File: config.mk
export PLATFORM = sky130hd
export DESIGN_NAME = gamma_decoder
export DESIGN_NICKNAME = d
export VERILOG_FILES = /design/src/rtl/gamma_pkg.sv /design/src/rtl/gamma_lcg.sv /design/src/rtl/gamma_decoder.sv
export SDC_FILE = /design/constraint.sdc
export NUM_CORES = 1
export LEC_CHECK = 0
export CORE_MARGIN = 10
export CORE_UTILIZATION = 50
export CTS_BUF_LIST = sky130_fd_sc_hd__clkbuf_8
export CTS_CLUSTER_DIAMETER = 200
export CTS_CLUSTER_SIZE = 8
export DETAILED_ROUTE_END_ITERATION = 10
export PLACE_DENSITY = 0.79
export SLEW_MARGIN = 20
export SYNTH_ARGS = -nofsm -noshare
export SYNTH_HDL_FRONTEND = slang
export SYNTH_SLANG_ARGS = --single-unit
File: constraint.sdc
create_clock -name clk -period 4.42 [get_ports clk]
set_clock_uncertainty 0.1 [all_clocks]
set_input_delay 0.442 -clock clk [delete_from_list [all_inputs] [get_ports clk]]
set_output_delay 0.442 -clock clk [all_outputs]
set_load 0.03 [all_outputs]
File: src/rtl/gamma_pkg.sv
// Shared gamma definitions used by both the coder and decoder so that the
// two ends generate an identical gamma sequence.
package gamma_pkg;

  localparam int GAMMA_W = 8;

  typedef logic [GAMMA_W-1:0] byte_t;

  localparam byte_t A_MULT_DEF = 8'd5;
  localparam byte_t C_INC_DEF  = 8'd3;

  typedef enum logic {
    IDLE = 1'b0,
    RUN  = 1'b1
  } dec_state_t;

endpackage

File: src/rtl/gamma_lcg.sv
// 8-bit linear congruential gamma generator: g_{k+1} = A*g_k + C (mod 256).
// Loads the seed on load, advances only on step.
module gamma_lcg
  import gamma_pkg::*;
#(
  parameter byte_t A_MULT = A_MULT_DEF,
  parameter byte_t C_INC  = C_INC_DEF
) (
  input  logic  clk,
  input  logic  rst,
  input  logic  load,
  input  byte_t seed,
  input  logic  step,
  output byte_t gamma
);

  byte_t gamma_r;
  byte_t gamma_next_s;

  // Product and sum are both truncated to the gamma width.
  assign gamma_next_s = (A_MULT * gamma_r) + C_INC;
  assign gamma        = gamma_r;

  // Gamma register: load has priority over step.
  always_ff @(posedge clk) begin
    if (rst) begin
      gamma_r <= 8'd0;
    end else if (load) begin
      gamma_r <= seed;
    end else if (step) begin
      gamma_r <= gamma_next_s;
    end
  end

endmodule

File: src/rtl/gamma_decoder.sv
// Additive-gamma stream decoder: plaintext = ciphertext - gamma (mod 256).
// Optional running plaintext checksum port enabled by GAMMA_DECODER_CHECKSUM_EN.
module gamma_decoder
  import gamma_pkg::*;
#(
  parameter byte_t A_MULT = A_MULT_DEF,
  parameter byte_t C_INC  = C_INC_DEF
) (
  input  logic  clk,
  input  logic  rst,
  input  logic  seed_load,
  input  byte_t seed,
  input  logic  s_valid,
  output logic  s_ready,
  input  byte_t s_data,
  output logic  m_valid,
  input  logic  m_ready,
  output byte_t m_data
`ifdef GAMMA_DECODER_CHECKSUM_EN
  ,
  output byte_t checksum
`endif
);

  dec_state_t state_r;
  dec_state_t next_state_s;
  logic       m_valid_r;
  byte_t      m_data_r;
  byte_t      gamma_s;
  byte_t      plain_s;
  logic       s_ready_s;
  logic       accept_s;

  // A reseed cycle never accepts, so the byte must be re-presented afterwards.
  assign s_ready_s = (state_r == RUN) && !seed_load && (!m_valid_r || m_ready);
  assign accept_s  = (state_r == RUN) && s_valid && s_ready_s;
  assign plain_s   = s_data + ~gamma_s + 8'd1;

  assign s_ready = s_ready_s;
  assign m_valid = m_valid_r;
  assign m_data  = m_data_r;

  gamma_lcg #(
    .A_MULT (A_MULT),
    .C_INC  (C_INC)
  ) u_lcg (
    .clk   (clk),
    .rst   (rst),
    .load  (seed_load),
    .seed  (seed),
    .step  (accept_s),
    .gamma (gamma_s)
  );

  // State register.
  always_ff @(posedge clk) begin
    if (rst) begin
      state_r <= IDLE;
    end else begin
      state_r <= next_state_s;
    end
  end

  // Next-state logic: seed_load enters RUN from any state.
  always_comb begin
    next_state_s = state_r;
    case (state_r)
      IDLE: begin
        if (seed_load) begin
          next_state_s = RUN;
        end else begin
          next_state_s = IDLE;
        end
      end
      RUN: begin
        next_state_s = RUN;
      end
      default: begin
        next_state_s = IDLE;
      end
    endcase
  end

  // Output register; a reseed discards any pending byte.
  always_ff @(posedge clk) begin
    if (rst) begin
      m_valid_r <= 1'b0;
      m_data_r  <= 8'd0;
    end else if (seed_load) begin
      m_valid_r <= 1'b0;
    end else if (accept_s) begin
      m_valid_r <= 1'b1;
      m_data_r  <= plain_s;
    end else if (m_valid_r && m_ready) begin
      m_valid_r <= 1'b0;
    end
  end

`ifdef GAMMA_DECODER_CHECKSUM_EN
  byte_t checksum_r;

  assign checksum = checksum_r;

  // Running sum updated on the same edge that loads m_data.
  always_ff @(posedge clk) begin
    if (rst || seed_load) begin
      checksum_r <= 8'd0;
    end else if (accept_s) begin
      checksum_r <= checksum_r + plain_s;
    end
  end
`endif

endmodule

==> impl_metrics.tcl <==
set metrics [dict create \
    p_sw_uw 136 \
    syn_inst 159 \
    grt_overflow_total 0 \
    ios 31 \
    fp.dieH_um 73.2 \
    hold_viol_final 0 \
    drtIter0Drc 84 \
    clk_pin_slew_ps 70 \
    slowest_delay_ps 670 \
    status "finished clean" \
    switching_share 0.301 \
    cp.buffers_inverters 2 \
    die_w_um 73.2 \
    synth_top_area_cell "dfxtp_1" \
    ys_ff_latch 18 \
    htree_num_levels 1 \
    finalCritPeriodShare 0.621 \
    fin_crit_ps 2740 \
    cts_resized 0 \
    cp_cell_sequence "clkdlybuf4s50_1 -> nor2b_4 -> and2_2 -> clkdlybuf4s50_1" \
    rsz0062_at_grt "false" \
    cpMostUsedCell "clkdlybuf4s50_1" \
    max_freq_mhz 365 \
    final_cell_mix "clkdlybuf4s50_1 (30), ha_1 (21), dfxtp_1 (18)" \
    preCtsSetupSlack_ps 1690 \
    power_density_nw_per_um2 255 \
    drv_slew 0 \
    synth_edf_count 0 \
    synth_top_cell_area_share 0.255 \
    grt_use_total 0.130 \
    slowest_stage "clkdlybuf4s50_1" \
    syn_area_um2 1410 \
    clk_latency_ps 250 \
    crit_fanout 13 \
    hp-class "reg -> reg" \
    portBuffers 30 \
    synth_ff_type "dfxtp_1" \
    setup-violations-final 0 \
    post-route-util 0.649 \
    fin_nets 232 \
    cp-start-kind "input port" \
    yosysSeqAreaShare 0.255 \
    route.detailed.drc 0 \
    num_rows 19 \
    worstPathArrival_ps 2200 \
    cts_inserted_buffers 3 \
    syn_nets 203 \
    initial_core_util 0.517 \
    hpwl_mm 2.57 \
    maxCapViolCount 0 \
    cts_root_buffer "clkbuf_8" \
    p_leak_nw 0.739 \
    core_um2 2730 \
    area_delta_synth_final_pct 25.4 \
    criticalPathCategory "in -> out" \
    required_ps 3880 \
    first_pass_iters 4 \
    wl_mm 3.27 \
    detail_route.vias_per_cell 5.72 \
    crit_family "buffers and inverters" \
    clock_sinks 18 \
    num_vias 1248 \
    antenna_cells 0 \
    antenna_found_initial 0 \
    place.gp.congestion 0.867 \
    layout-drive-gt1-share 0.0588 \
    clk_path_buf_depth 2 \
    setup_tns_ps 0 \
    die-area_um2 5350 \
    cts_tree "yes" \
    synth_cell_type_count 45 \
    setup_ws_ps 1680 \
    grt_pass1_vias 1274 \
    mostFrequentLayoutCell "clkdlybuf4s50_1" \
    cts_setup_buffers 0 \
    antenna_left 0 \
    grt_max_degree 29 \
    p_clk_frac 0.303 \
    ys_warn_count 0 \
    ir_drop_v 0.000202 \
    worst_pin_slew_ps 894 \
    pwr-share-comb 0.299 \
    p_int_uw 316 \
    postSynthAreaPerCell_um2 8.89 \
    max_slew_margin 0.402 \
    synth_area_leaders "dfxtp_1 (25%), ha_1 (19%), a21oi_1 (4.2%)" \
    end_kind "primary output" \
    grt_pass1_wl_mm 5.84 \
    wire_per_inst_um 15.0 \
    hold_buffers 0 \
    async_flop_share 0 \
    seqPwrFrac 0.397 \
]
## power groups by stage
| stage | clock, mW | sequential (mW) | combinational [mW] |
|---|---|---|---|
| 4_1_cts | 0.139 | 0.180 | 0.137 |
| 3_5_place_dp | 0 | 0.184 | 0.135 |
| 3_3_place_gp | 0 | 0.183 | 0.131 |
| 2_1_floorplan | 0 | 0.188 | 0.0859 |
| 6_report | 0.137 | 0.180 | 0.135 |
| 5_1_grt | 0.147 | 0.181 | 0.153 |
## cell families after synthesis
| group | Yosys count | share of synthesized area |
|---|---|---|
| and+or+nand+nor | 48 | 0.204 |
| AOI/OAI and AO/OA | 45 | 0.215 |
| adders and majority gates | 23 | 0.214 |
| DFF | 18 | 0.255 |
| buffers and inverters | 15 | 0.0487 |
| xor gates and xnor gates | 8 | 0.0496 |
| muxes | 2 | 0.0142 |
## per-layer routing
metal / global-route usage / vias to the layer above / wire length, um
met5: 0 / - / 0
met3: 0.0395 / 2 / 191
met4: 0.0295 / 0 / 10
met1: 0.153 / 572 / 1520
li1: - / 648 / -
met2: 0.222 / 26 / 1550
## flip-flops by register name (all words and copies together) (netlist names)
name	cells
m_data	8
m_valid	1
state_r	1
u_lcg.gamma	8
## cell usage after synthesis, types with 4 or more instances
cell,n
a21oi_1,12
o21ai_0,4
o211ai_1,4
a211oi_1,5
a22oi_1,6
inv_1,9
nand2_1,11
nor2_1,9
dfxtp_1,18
ha_1,21
xnor2_1,5
## worst register-to-register path: stages, from the launching register on
cell and delay [ps]:
dfxtp_1 430, ha_1 270, ha_1 300, ha_1 350, a21o_1 130, a41oi_1 50, or4_1 440, o211ai_1 100
## per-stage QoR
stage / std cells / power, mW / instance area, um^2 / hold WS, ps
final: 218 / 0.453 / 1770 / 358
after global routing: 218 / 0.482 / 1770 / 385
after CTS: 218 / 0.455 / 1770 / 361
after detailed placement: 214 / 0.319 / 1720 / 350
after global placement: 214 / 0.314 / 1720 / 340
after floorplan: 159 / 0.273 / 1410 / 356
## worst paths after layout
path,start,end,slack [ps],depth (start not counted)
max,seed_load,s_ready,1680,4
min reg2reg,m_data[2],m_data[2],360,2
max reg2reg,u_lcg.gamma[3],u_lcg.gamma[6],2160,7
min,m_data[2],m_data[2],360,2
## area by class of cell
cell class | instances | area (um^2)
multi-input combinational | 126 | 985
fill | 256 | 961
sequential | 18 | 360
timing repair buffer | 30 | 300
clock buffer | 4 | 55.1
tap | 31 | 38.8
inverter | 9 | 33.8
No activity file was read; power rests on OpenSTA's default activity.
